**src/rtl/cpu_pkg.sv**
```systemverilog
// Shared definitions for the accumulator CPU: opcodes, ALU selects, sequencer
// state encoding and the wait-counter width.
package cpu_pkg;

  localparam int OPCODE_W = 6;
  localparam int TMO_CNT_W = 8;

  localparam logic [OPCODE_W-1:0] OP_NOP   = 6'd0;
  localparam logic [OPCODE_W-1:0] OP_LOAD  = 6'd1;
  localparam logic [OPCODE_W-1:0] OP_STORE = 6'd2;
  localparam logic [OPCODE_W-1:0] OP_ADD   = 6'd3;
  localparam logic [OPCODE_W-1:0] OP_SUB   = 6'd4;
  localparam logic [OPCODE_W-1:0] OP_AND   = 6'd5;
  localparam logic [OPCODE_W-1:0] OP_OR    = 6'd6;
  localparam logic [OPCODE_W-1:0] OP_JMP   = 6'd7;
  localparam logic [OPCODE_W-1:0] OP_BRZ   = 6'd8;
  localparam logic [OPCODE_W-1:0] OP_HALT  = 6'd63;

  localparam logic [2:0] ALU_PASS = 3'd0;
  localparam logic [2:0] ALU_ADD  = 3'd1;
  localparam logic [2:0] ALU_SUB  = 3'd2;
  localparam logic [2:0] ALU_AND  = 3'd3;
  localparam logic [2:0] ALU_OR   = 3'd4;

  typedef enum logic [2:0] {
    ST_IDLE   = 3'd0,
    ST_FETCH  = 3'd1,
    ST_DECODE = 3'd2,
    ST_EXEC   = 3'd3,
    ST_MEM    = 3'd4,
    ST_HALT   = 3'd5,
    ST_ERR    = 3'd6
  } state_e;

  function automatic logic [2:0] alu_sel(input logic [OPCODE_W-1:0] op);
    case (op)
      OP_ADD:  alu_sel = ALU_ADD;
      OP_SUB:  alu_sel = ALU_SUB;
      OP_AND:  alu_sel = ALU_AND;
      OP_OR:   alu_sel = ALU_OR;
      default: alu_sel = ALU_PASS;
    endcase
  endfunction

endpackage

```
**src/rtl/cu_timeout.sv**
```systemverilog
// Memory wait counter: flags the cycle in which the LIMIT-th consecutive
// un-acknowledged request cycle occurs. An ack in that cycle suppresses it.
module cu_timeout
  import cpu_pkg::*;
#(
  parameter int LIMIT = 15
) (
  input  logic clk,
  input  logic rst_n,
  input  logic waiting_i,
  input  logic ack_i,
  output logic expired_o
);

  localparam logic [TMO_CNT_W-1:0] LAST = TMO_CNT_W'(LIMIT - 1);

  logic [TMO_CNT_W-1:0] cnt_q, cnt_d;

  // Any cycle that is not an unanswered wait clears the count, so each
  // FETCH/MEM visit starts from zero.
  always_comb begin
    cnt_d = '0;
    if (waiting_i && !ack_i) cnt_d = cnt_q + 1'b1;
  end

  always_ff @(posedge clk or negedge rst_n) begin
    if (!rst_n) cnt_q <= '0;
    else        cnt_q <= cnt_d;
  end

  assign expired_o = waiting_i && !ack_i && (cnt_q == LAST);

endmodule

```
**src/rtl/control_unit.sv**
```systemverilog
// Multicycle fetch/decode/execute sequencer for the accumulator CPU.
// Optional memory timeout is built when CU_TIMEOUT_EN is defined.
module control_unit
  import cpu_pkg::*;
#(
  parameter int TIMEOUT_CYCLES = 15
) (
  input  logic                clk,
  input  logic                rst_n,
  input  logic                run,
  input  logic [OPCODE_W-1:0] opcode,
  input  logic                zero_flag,
  input  logic                mem_ack,
  output logic                mem_req,
  output logic                mem_we,
  output logic                addr_sel,
  output logic                ld_ir,
  output logic                pc_inc,
  output logic                pc_ld,
  output logic [2:0]          alu_op,
  output logic                acc_we,
  output logic                halted,
  output logic                illegal,
  output logic                bus_err,
  output logic [2:0]          state
);

  state_e state_q, state_d;
  logic   illegal_q, illegal_d;
  logic   timeout;
  state_e next_st;

  // Handshake: mem_req rises on entry to FETCH/MEM and stays high until and
  // including the cycle mem_ack is seen; mem_ack in any other state is ignored.
  assign next_st = run ? ST_FETCH : ST_IDLE;

  always_comb begin
    state_d   = state_q;
    illegal_d = illegal_q;
    mem_req   = 1'b0;
    mem_we    = 1'b0;
    addr_sel  = 1'b0;
    ld_ir     = 1'b0;
    pc_inc    = 1'b0;
    pc_ld     = 1'b0;
    alu_op    = ALU_PASS;
    acc_we    = 1'b0;
    case (state_q)
      ST_IDLE: begin
        if (run) state_d = ST_FETCH;
      end
      ST_FETCH: begin
        mem_req = 1'b1;
        if (mem_ack) begin
          ld_ir   = 1'b1;
          pc_inc  = 1'b1;
          state_d = ST_DECODE;
        end else if (timeout) begin
          state_d = ST_ERR;
        end
      end
      ST_DECODE: begin
        case (opcode)
          OP_NOP:                         state_d = next_st;
          OP_ADD, OP_SUB, OP_AND, OP_OR:  state_d = ST_EXEC;
          OP_LOAD, OP_STORE:              state_d = ST_MEM;
          OP_JMP: begin
            pc_ld   = 1'b1;
            state_d = next_st;
          end
          OP_BRZ: begin
            pc_ld   = zero_flag;
            state_d = next_st;
          end
          OP_HALT:                        state_d = ST_HALT;
          default: begin
            illegal_d = 1'b1;
            state_d   = ST_ERR;
          end
        endcase
      end
      ST_EXEC: begin
        alu_op  = alu_sel(opcode);
        acc_we  = 1'b1;
        state_d = next_st;
      end
      ST_MEM: begin
        mem_req  = 1'b1;
        addr_sel = 1'b1;
        mem_we   = (opcode == OP_STORE);
        if (mem_ack) begin
          acc_we  = (opcode == OP_LOAD);
          state_d = next_st;
        end else if (timeout) begin
          state_d = ST_ERR;
        end
      end
      default: ;  // HALT and ERR hold until reset
    endcase
  end

  always_ff @(posedge clk or negedge rst_n) begin
    if (!rst_n) begin
      state_q   <= ST_IDLE;
      illegal_q <= 1'b0;
    end else begin
      state_q   <= state_d;
      illegal_q <= illegal_d;
    end
  end

`ifdef CU_TIMEOUT_EN
  logic waiting;
  logic bus_err_q;

  assign waiting = (state_q == ST_FETCH) || (state_q == ST_MEM);

  cu_timeout #(
    .LIMIT(TIMEOUT_CYCLES)
  ) u_timeout (
    .clk       (clk),
    .rst_n     (rst_n),
    .waiting_i (waiting),
    .ack_i     (mem_ack),
    .expired_o (timeout)
  );

  always_ff @(posedge clk or negedge rst_n) begin
    if (!rst_n)       bus_err_q <= 1'b0;
    else if (timeout) bus_err_q <= 1'b1;
  end

  assign bus_err = bus_err_q;
`else
  // Legal limits are 1..255, so without the counter this is constant 0.
  assign timeout = (TIMEOUT_CYCLES == 0);
  assign bus_err = 1'b0;
`endif

  assign halted  = (state_q == ST_HALT);
  assign illegal = illegal_q;
  assign state   = state_q;

endmodule

```
**config.mk**
```make
export PLATFORM = sky130hd
export DESIGN_NAME = control_unit
export DESIGN_NICKNAME = d
export VERILOG_FILES = /design/src/rtl/cpu_pkg.sv /design/src/rtl/cu_timeout.sv /design/src/rtl/control_unit.sv
export SDC_FILE = /design/constraint.sdc
export NUM_CORES = 1
export LEC_CHECK = 0
export BUFFER_PORTS_ARGS = -buffer_cell sky130_fd_sc_hd__clkbuf_2
export CAP_MARGIN = 20
export CORE_MARGIN = 1
export CORE_UTILIZATION = 40
export DETAILED_ROUTE_END_ITERATION = 8
export GPL_TIMING_DRIVEN = 1
export PLACE_DENSITY = 0.73
export SKIP_LAST_GASP = 1
export SYNTH_ARGS = -nofsm -noshare
export SYNTH_HDL_FRONTEND = slang
export SYNTH_SLANG_ARGS = --single-unit
```
**constraint.sdc**
```tcl
create_clock -name clk -period 1.4 [get_ports clk]
set_clock_uncertainty 0.2 [all_clocks]
set_input_delay 0 -clock clk [delete_from_list [all_inputs] [get_ports clk]]
set_output_delay 0 -clock clk [all_outputs]
set_load 0.005 [all_outputs]
```
Word level (Yosys, flattened, before mapping). Index checks and enable logic that the tools add are counted.

Register bits: 4. Input bits: 11. Output and inout port bits: 16. Logic and storage cells: 47.

Equality and inequality tests: 17. Muxes and demuxes: 17. Bitwise operators: 1. Reduce and logical (&&, ||, !) cells: 10.

Operators by type and width (count): $eq 6x3->1 const B (4); $pmux 3 s4 (2); $pmux 3 s5 (1); $eq 6x2->1 const B (2); $mux 3 (4); $reduce_or 10->1 (1); $mux 1 (8); $eq 3x2->1 const B (2); $eq 3x3->1 const B (2); $eq 6x1->1 const B (1); $eq 6x4->1 const B (1); $eq 6x6->1 const B (1); $logic_not 6->1 (1); $ne 2x2->1 const B (3); $reduce_bool 5->1 (1); $pmux 1 s2 (2); $reduce_and 4->1 (1); $reduce_or 2->1 (2); $reduce_or 4->1 (1); $eq 3x1->1 const B (1); $logic_not 3->1 (1); $reduce_or 3->1 (1); $reduce_and 2->1 (1); $not 1->1 (1).

Longest topological paths before layout. Gate-level depths: netlist of run 1.

Word-level depth: 4. Mapped depth: 5. Depth with buffers taken out: 4.

Least setup slack after synthesis of run 1. Ideal clock, no wire load.

Path type: register -> register. From: reg state_q[0], in the netlist state[0]. To: reg state_q[0], in the netlist state[0]. Setup time: 0.123 ns. Arrival time: 1.186 ns. Data required time: 1.077 ns. Setup slack: -0.109 ns. Stages on the path, launching flop included: 6. Buffers on the path: 1. Clock period less this slack: 1.509 ns. Cells stage by stage: dfrtp_1 > buf_6 > nand2b_4 > or3_1 > a31oi_1 > a21oi_1.

Cells in the longest elaborated chain, start to end: 3. Elaborated cells on any way between the ends: 11. Classes of those cells: eq/ne (7); mux (1); reduce/logical (3).

RTL lines: from (decl) (line control_unit.sv:28) `state_e state_q, state_d;`; from (signal assigned) (line control_unit.sv:107) `state_q <= state_d;`; $eq 3x3->1, or another cell as far along (line control_unit.sv:48) `case (state_q)`; $reduce_bool 5->1 (no line) / $ne 2x2->1 (equally long branches); $reduce_and 4->1 (no line).

Several ways; a longest one is shown, not always the timed one. A chain may end at the register's enable or synchronous reset.

Worst setup path after layout of run 1.
From: reg state_q[0], in the netlist state[0]. To: out acc_we.

Cells in the longest elaborated chain, start to end: 2. Elaborated cells on any way between the ends: 3. Classes of those cells: eq/ne (2); mux (1).

RTL lines: $eq 3x3->1 / $eq 3x2->1 (equally long branches) (line control_unit.sv:48); $pmux 1 s2 (*) (line control_unit.sv:48); to (decl) (line control_unit.sv:21) `output logic acc_we,`.

Every way passes the cells marked *; elsewhere a longest branch is shown, timed or not.

==> results of run 1 <==
## through the flow
| stage | TNS, ns | hold slack, ns | worst slack (ns) | utilization |
|---|---|---|---|---|
| 2_1_floorplan | -0.106 | -0.496 | -0.106 | - |
| 3_3_place_gp | -0.424 | -0.394 | -0.142 | 0.595 |
| 3_5_place_dp | -0.569 | -0.390 | -0.171 | 0.595 |
| 4_1_cts | -1.64 | 0.0447 | -0.244 | 0.700 |
| 5_1_grt | -2.34 | 0.0882 | -0.261 | 0.738 |
| 6_report | -1.80 | 0.0267 | -0.237 | 0.738 |
## cells in the final DEF (no fill, tap or decap), types with 3 or more instances in the layout
master and instances:
clkbuf_2 20, a21oi_1 6, buf_4 21, nor2_1 8, nand2b_1 3, dfrtp_1 3, nand2_1 6, clkbuf_4 3
buf_2 4, dlygate4sd3_1 4, buf_6 6
## power by group
part	switching (mW)	internal [mW]	total [mW]
clock network	0.0611	0.0968	0.158
logic	0.448	0.575	1.02
registers	0.0608	0.163	0.223
## worst min-delay path, stage by stage
cell	delay (ns)
clkbuf_2	0.12
buf_4	0.14
a21oi_1	0.06
o21bai_1	0.11
## layout make-up
cell class | count | area (µm²)
well taps | 15 | 18.8
flip-flops and latches | 4 | 101
clock buffers | 3 | 22.5
multi-input cells | 62 | 437
inverters | 2 | 7.51
fillers | 94 | 345
repair buffers | 55 | 385
## registers in the layout, indices dropped and copies added, names as in the netlist
register  cells
illegal       1
state         3
## synth_stat cells, drive strengths merged
cell type  number  share of area
a31oi           1          0.011
nor3            3          0.026
or4             2          0.032
a21oi           7          0.061
o21bai          2          0.026
nand4           1          0.011
and3            1          0.011
a211oi          1          0.013
dfrtp           4           0.17
or3             2          0.030
nor2            8          0.052
or2             1          0.011
buf             8           0.14
nor3b           1          0.013
nand3           4          0.035
o21ai           4          0.035
xnor2           1          0.015
o21a            1          0.013
maj3            1          0.017
o22ai           1          0.011
a21o            1          0.013
nor2b           1          0.024
inv             2          0.013
conb            1         0.0065
nand2b          5          0.071
o211a           1          0.017
nand3b          2          0.026
o31ai           1          0.022
nand2           6          0.039
nor4b           2          0.030
## timing repair
item                                   4_1_cts  5_1_grt
gates cloned                                 0        0
endpoints found under the hold margin        7        0
pin swaps                                    4        1
setup endpoints to repair                   13       13
buffers inserted                             6        3
resized for setup                           10       11
hold buffers                                 4        0
## cells by family (layout without fill, tap and decap cells)
group	Yosys count	count (layout)	share of synthesized area
AO/OA/AOI/OAI	20	20	0.221
XOR/XNOR	1	1	0.0152
adder cells (fa/ha/maj)	1	1	0.0173
buffers and inverters	10	60	0.156
flip-flops	4	4	0.173
other	1	1	0.00649
AND/OR/NAND/NOR	39	39	0.411
## per-layer routing
metal	wire (µm)	global-route usage	vias to the layer above
li1	-	-	373
met1	749	0.292	368
met2	1000	0.488	42
met3	135	0.0222	4
met4	41	0.121	0
met5	0	0	-
## worst paths after layout
kind	from	endpoint	slack, ns	cells past startpoint
worst min register to register	illegal	illegal	0.30	1
min in group asynchronous	rst_n	state[1]	0.45	3
worst min-delay path	opcode[3]	illegal	0.03	4
worst max register to register	state[2]	state[1]	-0.19	5
worst max-delay path	state[0]	acc_we	-0.24	4
max in group asynchronous	rst_n	state[2]	0.35	3
==> metrics.cfg, run 1 <==
[layout]
drive_above_1_share=0.571
nets=139
antennaDiodeCount=0
area_delta_synth_final_pct=68.2
layout.cells.non_filler=141
stdcell_area_um2=972

[synthesis]
ys_seq_area_frac=0.173
synth_seq_cells=4
ys_warn_count=0
syn_area_per_cell_um2=7.61
syn_inst=76
yosys.cell_types.count=37
synth.cell_area_um2=578
synth_nets=87

[clock_network]
clockBufferDepth=2
cts_tree=yes
clock-sinks=4
cts_buffers=3
clock_latency_ns=0.25
clk_pin_slew_ns=0.04
htreeDepth=1
root_buffer=clkbuf_4

[drt]
vias_per_cell=5.58
drt-total-wl_um=1930
vias=787
drt-initial-drc-count=24
antenna_left=0
drc_errors=0
wire_per_inst_um=13.7
firstDrtPassIters=4

[placed_design]
dpl_cell_area_um2=785
dp.cells=126
dp_hpwl_um=1240
gp_congestion=0.841
port_buffers=25

[critical_path]
cpLargestDelayFamily=simple AND/OR/NAND/NOR gates
cp.arrival_ns=1.44
cpPeakStageDelay_ns=0.39
crit_buf_inv=1
cp_max_fo=3
start_kind=flip-flop
crit_chain=nand2b_4 -> or3_4 -> o31ai_4 -> clkbuf_2
required_ns=1.20
worst_path_max_delay_cell=dfrtp_1
end_kind=primary output
path_class=flip-flop to primary output

[status]
failed_checks=setup timing
status=finished, violations left

[global_route]
gr-total-overflow=0
antenna_found_initial=0
grt_max_degree=12
grt_usage=0.261
grt_pass1_wl_um=2720
first_global_vias=646

[power_and_ir_drop]
ir_drop_uv=538
total_power_mw=1.40
power_density_nw_per_um2=1440
p_leak_nw=0.462

[die]
die_h_um=40.0
start_util=0.439
dieArea_um2=1600
io_pins=27
coreArea_um2=1320
die_w_um=40.0
rows=13

[timing]
hold_violations=0
drv_slew=0
fmax_ghz=0.611
timing.final.crit_share=1.17
finalSetupViolCount=12
layout_setup_ws_ns=-0.237
min_period_ns=1.64
rsz0062_at_grt=yes

[job]
cap_violations=0

[min_path]
min_path_type=input port to flip-flop

Power figures use the tool's default switching activity.
==> inputs of run 2 (changes only) <==
--- a/config.mk
+++ b/config.mk
@@ -10,7 +10,7 @@
 export CORE_MARGIN = 1
 export CORE_UTILIZATION = 40
 export DETAILED_ROUTE_END_ITERATION = 8
-export GPL_TIMING_DRIVEN = 1
+export GPL_TIMING_DRIVEN = 0
 export PLACE_DENSITY = 0.73
 export SKIP_LAST_GASP = 1
 export SYNTH_ARGS = -nofsm -noshare
==> metrics.cfg, run 2 (synthesis gave the netlist of run 1 again) <==
[layout]
largest_register_ffs=3  ; unchanged
layout_commonest_cell=clkbuf_2
antennaDiodeCount=0  ; unchanged
stdcell_area_um2=1030  ; +5.8%
fin_util=0.781  ; +0.0427
nets=135  ; -2.9%
drive_above_1_share=0.582  ; +0.0105
area_delta_synth_final_pct=77.9
mostFrequentLayoutCells=clkbuf_2 (16), buf_4 (14), buf_6 (9)

[global_route]
antenna_found_initial=0  ; unchanged
grt_usage=0.242  ; -0.0188
gr-total-overflow=0  ; unchanged
grt_max_degree=11  ; -1
grt_pass1_wl_um=2560  ; -5.8%
first_global_vias=613  ; -5.1%

[clock_network]
clock_latency_ns=0.24  ; about the same
root_buffer=clkbuf_4
clockBufferDepth=2  ; unchanged
clock-sinks=4  ; unchanged
clk_pin_slew_ns=0.04  ; about the same
htreeDepth=1  ; unchanged
cts_tree=yes
cts_buffers=3  ; unchanged

[placed_design]
dpl_cell_area_um2=721  ; -8.1%
dp_hpwl_um=1060  ; -15%
port_buffers=22  ; -12%
gp_congestion=0.824  ; -2.0%

[timing]
layout_setup_ws_ns=-0.323  ; -0.0860 ns
drv_slew=0  ; unchanged
finalSetupViolCount=13  ; +1
timing.final.crit_share=1.23  ; +0.0614
fin_setup_tns_ns=-2.62  ; -0.812 ns
worst_pin_slew_ns=0.527
rsz0062_at_grt=yes
slew_headroom=0.646
fin_worst_hold_slack_ns=-0.00272  ; -0.0295 ns
min_period_ns=1.72  ; +0.0860 ns
hold_violations=1  ; +1
fmax_ghz=0.580  ; -5.0%

[die]
die_w_um=40.0  ; unchanged
dieArea_um2=1600  ; unchanged
io_pins=27  ; unchanged
start_util=0.439  ; unchanged
rows=13  ; unchanged
coreArea_um2=1320  ; unchanged
die_h_um=40.0  ; unchanged

[critical_path]
cpLargestDelayFamily=simple AND/OR/NAND/NOR gates
cp.depth=5  ; +1
cp_max_fo=3  ; unchanged
crit_chain=buf_6 -> nand2b_4 -> or3_4 -> o31ai_4 -> clkbuf_2
path_class=flip-flop to primary output
worst_path_max_delay_cell=dfrtp_1
crit_buf_inv=2  ; +1
r2r_cells=6  ; +1
end_kind=primary output
start_kind=flip-flop
cpPeakStageDelay_ns=0.38  ; about the same
cp.arrival_ns=1.52  ; +0.08 ns
required_ns=1.20  ; about the same

[power_and_ir_drop]
switchingPower_uw=633  ; +11%
switching_share=0.406  ; about the same
combPwrFrac=0.778  ; +0.049
power.internal_uw=927  ; +11%
ir_drop_uv=803  ; +49%
p_clk_frac=0.094  ; -0.018
total_power_mw=1.56  ; +11%
power_density_nw_per_um2=1520  ; +5.0%
power_frac_seq=0.128  ; -0.031
p_leak_nw=0.471  ; +1.8%

[drt]
firstDrtPassIters=4  ; unchanged
drc_errors=0  ; unchanged
antenna_left=0  ; unchanged
drt-total-wl_um=1990  ; +3.5%
vias=758  ; -3.7%
wire_per_inst_um=14.5  ; +6.5%
drt-initial-drc-count=16  ; -33%
vias_per_cell=5.53  ; -0.87%

[job]
cap_violations=0  ; unchanged

[min_path]
holdPathStages=4  ; unchanged
min_path_type=input port to flip-flop

[status]
status=finished, violations left
failed_checks=hold timing, setup timing

[run 2: worst reg2reg max path: cells and delay by family (launching register included)]
kind / cells / cell delay (ns)
DFF: 1 / 0.38
buffers and inverters: 2 / 0.28
and+or+nand+nor: 2 / 0.45
AOI/OAI and AO/OA: 2 / 0.27
[run 2: repair_timing]
action                                 4_1_cts  5_1_grt
pin swaps                                   10        8
gates resized for setup                      7       25
buffers inserted                            12        3
setup endpoints to repair                   11       15
endpoints found under the hold margin        8        0
hold buffers                                 6        0
[run 2: layer usage]
layer / global-route usage / wire [µm] / part of all wire / vias up
met1: 0.280 / 819 / 0.41 / 366
met3: 0.0667 / 83 / 0.042 / 0
li1: - / - / - / 365
met2: 0.448 / 1090 / 0.55 / 27
met5: 0 / 0 / 0 / -
met4: 0.0259 / 0 / 0 / 0
[run 2: cell type report]
class | count | area, µm²
Buffer | 8 | 90.1
Multi-Input combinational cell | 62 | 483
Clock buffer | 3 | 22.5
Sequential cell | 4 | 100
Timing Repair Buffer | 43 | 307
Inverter | 2 | 7.51
Tap cell | 15 | 18.8
Fill cell | 94 | 289
[run 2: power by group through the flow]
stage          logic, mW  clock network (mW)  registers (mW)
2_1_floorplan      0.494                   0           0.197
3_3_place_gp       0.678                   0           0.195
3_5_place_dp       0.693                   0           0.196
4_1_cts            0.962               0.150           0.193
5_1_grt             1.28               0.158           0.200
6_report            1.21               0.147           0.199
[run 2: per-stage QoR]
step	setup WS [ns]	cells
after global routing	-0.365	137
after global placement	-0.149	113
final	-0.323	137
after detailed placement	-0.152	113
after floorplan	-0.106	76
after CTS	-0.363	134
[run 2: final timing paths]
path | start | end | slack (ns)
worst max-delay path | state[0] | acc_we | -0.32
worst min-delay path | opcode[3] | illegal | -0.003
worst max register to register | state[0] | state[0] | -0.31
worst min register to register | illegal | illegal | 0.28
max in group asynchronous | rst_n | state[1] | 0.33
min in group asynchronous | rst_n | state[2] | 0.49
==> inputs of run 3 (changes only) <==
--- a/config.mk
+++ b/config.mk
@@ -10,9 +10,9 @@
 export CORE_MARGIN = 1
 export CORE_UTILIZATION = 40
 export DETAILED_ROUTE_END_ITERATION = 8
-export GPL_TIMING_DRIVEN = 0
 export PLACE_DENSITY = 0.73
 export SKIP_LAST_GASP = 1
 export SYNTH_ARGS = -nofsm -noshare
 export SYNTH_HDL_FRONTEND = slang
 export SYNTH_SLANG_ARGS = --single-unit
+export TNS_END_PERCENT = 20
==> metrics.cfg, run 3 (synthesis gave the netlist of run 1 again) <==
[global_route]
grt_max_degree=13  ; +2
first_global_vias=627  ; +2.3%
gr-total-overflow=0  ; unchanged
antenna_found_initial=0  ; unchanged
grt_pass1_wl_um=2450  ; -4.3%
grt_usage=0.226  ; -0.0156

[power_and_ir_drop]
combPwrFrac=0.680  ; -0.098
ir_drop_uv=442  ; -45%
power_frac_seq=0.197  ; +0.069
switchingPower_uw=464  ; -27%
switching_share=0.403  ; -0.00287
p_clk_frac=0.123  ; +0.029
power.internal_uw=688  ; -26%
power_density_nw_per_um2=1310  ; -14%
p_leak_nw=0.415  ; -12%

[clock_network]
htreeDepth=1  ; unchanged
clockBufferDepth=2  ; unchanged
root_buffer=clkbuf_4
clock-sinks=4  ; unchanged
cts_tree=yes
cts_buffers=3  ; unchanged
clk_pin_slew_ns=0.04  ; about the same
clock_latency_ns=0.23  ; about the same

[critical_path]
end_kind=primary output
required_ns=1.20  ; about the same
cp_max_fo=3  ; unchanged
r2r_start=state[0]
crit_chain=nand2b_4 -> or3_4 -> o31ai_2 -> buf_2
cp.arrival_ns=1.43  ; -0.09 ns
path_class=flip-flop to primary output
cpPeakStageDelay_ns=0.40  ; +0.02 ns
start_kind=flip-flop
crit_path_start=state[0]
worst_path_max_delay_cell=dfrtp_1

[layout]
drive_above_1_share=0.496  ; -0.0862
largest_register_ffs=3  ; unchanged
layout_commonest_cell=clkbuf_2
area_delta_synth_final_pct=52.6
fin_util=0.670  ; -0.111
nets=132  ; -2.2%
antennaDiodeCount=0  ; unchanged
stdcell_area_um2=882  ; -14%
mostFrequentLayoutCells=clkbuf_2 (24), buf_4 (16), nor2_1 (8)
fillerInstances=116  ; +23%

[drt]
drc_errors=0  ; unchanged
antenna_left=0  ; unchanged
drt-total-wl_um=1600  ; -20%
vias_per_cell=5.13  ; -7.3%
drt-initial-drc-count=15  ; -1
firstDrtPassIters=4  ; unchanged
vias=687  ; -9.4%
wire_per_inst_um=11.9  ; -18%

[timing]
fin_setup_tns_ns=-1.80  ; +0.812 ns
fin_worst_hold_slack_ns=0.0286  ; +0.0314 ns
rsz0062_at_grt=yes
drv_slew=0  ; unchanged
hold_violations=0  ; -1
min_period_ns=1.63  ; -0.0966 ns
fmax_ghz=0.615  ; +5.9%
timing.final.crit_share=1.16  ; -0.0690
layout_setup_ws_ns=-0.227  ; +0.0966 ns
finalSetupViolCount=12  ; -1

[min_path]
worstHoldStart=opcode[4]
min_path_type=input port to flip-flop

[die]
start_util=0.439  ; unchanged
dieArea_um2=1600  ; unchanged
coreArea_um2=1320  ; unchanged
die_h_um=40.0  ; unchanged
io_pins=27  ; unchanged
rows=13  ; unchanged
die_w_um=40.0  ; unchanged

[placed_design]
gp_congestion=0.817  ; -0.90%
port_buffers=25  ; +14%
dp_hpwl_um=1170  ; +11%
dpl_cell_area_um2=759  ; +5.4%

[status]
status=finished, violations left
failed_checks=setup timing

[job]
cap_violations=0  ; unchanged

==> run 3: cell types whose count changed in the layout (fill, tap and decap cells not counted), sizes merged <==
cell         delta
buf            -10
clkbuf          +8
dlygate4sd3     -1
==> run 3: per-layer routing <==
layer / up-vias / wire length [µm] / global-route usage
met5: - / 0 / 0
met4: 0 / 14 / 0.0948
met3: 2 / 42 / 0.0333
met2: 17 / 820 / 0.431
met1: 313 / 718 / 0.242
li1: 355 / - / -
==> run 3: power by group through the flow <==
stage	clock (mW)	combinational, mW	sequential, mW
global route	0.162	0.863	0.234
finish	0.141	0.784	0.227
CTS	0.149	0.774	0.225
floorplan	0	0.484	0.197
detailed placement	0	0.707	0.219
global placement	0	0.693	0.217
==> run 3: metrics by stage <==
step           instances  power, mW  setup WS (ns)
3_3_place_gp         124      0.910         -0.116
2_1_floorplan         76      0.681         -0.106
4_1_cts              134       1.15         -0.242
3_5_place_dp         124      0.926         -0.123
5_1_grt              134       1.26         -0.308
6_report             134       1.15         -0.227
==> run 3: worst paths after layout <==
kind / cells after the start / endpoint / slack, ns
max reg2reg: 5 / state[0] / -0.16
min: 4 / illegal / 0.03
min reg2reg: 1 / illegal / 0.30
min in group asynchronous: 3 / state[1] / 0.47
max: 4 / acc_we / -0.23
max in group asynchronous: 3 / state[2] / 0.35
==> run 3: what timing repair did <==
action | in CTS | in global routing
pin swaps | 3 | 0
gates resized for setup | 7 | 2
hold endpoints to repair | 6 | 0
setup buffers | 2 | 0
hold buffers | 5 | 0
endpoints found under the setup margin | 12 | 13
==> run 3: layout make-up <==
| cell class | count | area, µm² | share of cell area |
|---|---|---|---|
| Multi-Input combinational cell | 62 | 414 | 0.470 |
| Timing Repair Buffer | 48 | 318 | 0.360 |
| Sequential cell | 4 | 101 | 0.115 |
| Clock buffer | 3 | 22.5 | 0.0255 |
| Tap cell | 15 | 18.8 | 0.0213 |
| Inverter | 2 | 7.51 | 0.00851 |
==> run 3: worst max-delay path, delay by kind of cell (launching register included) <==
family,cells,cell delay (ns)
buf+inv,1,0.14
simple gates,2,0.49
flops,1,0.40
compound gates,1,0.16
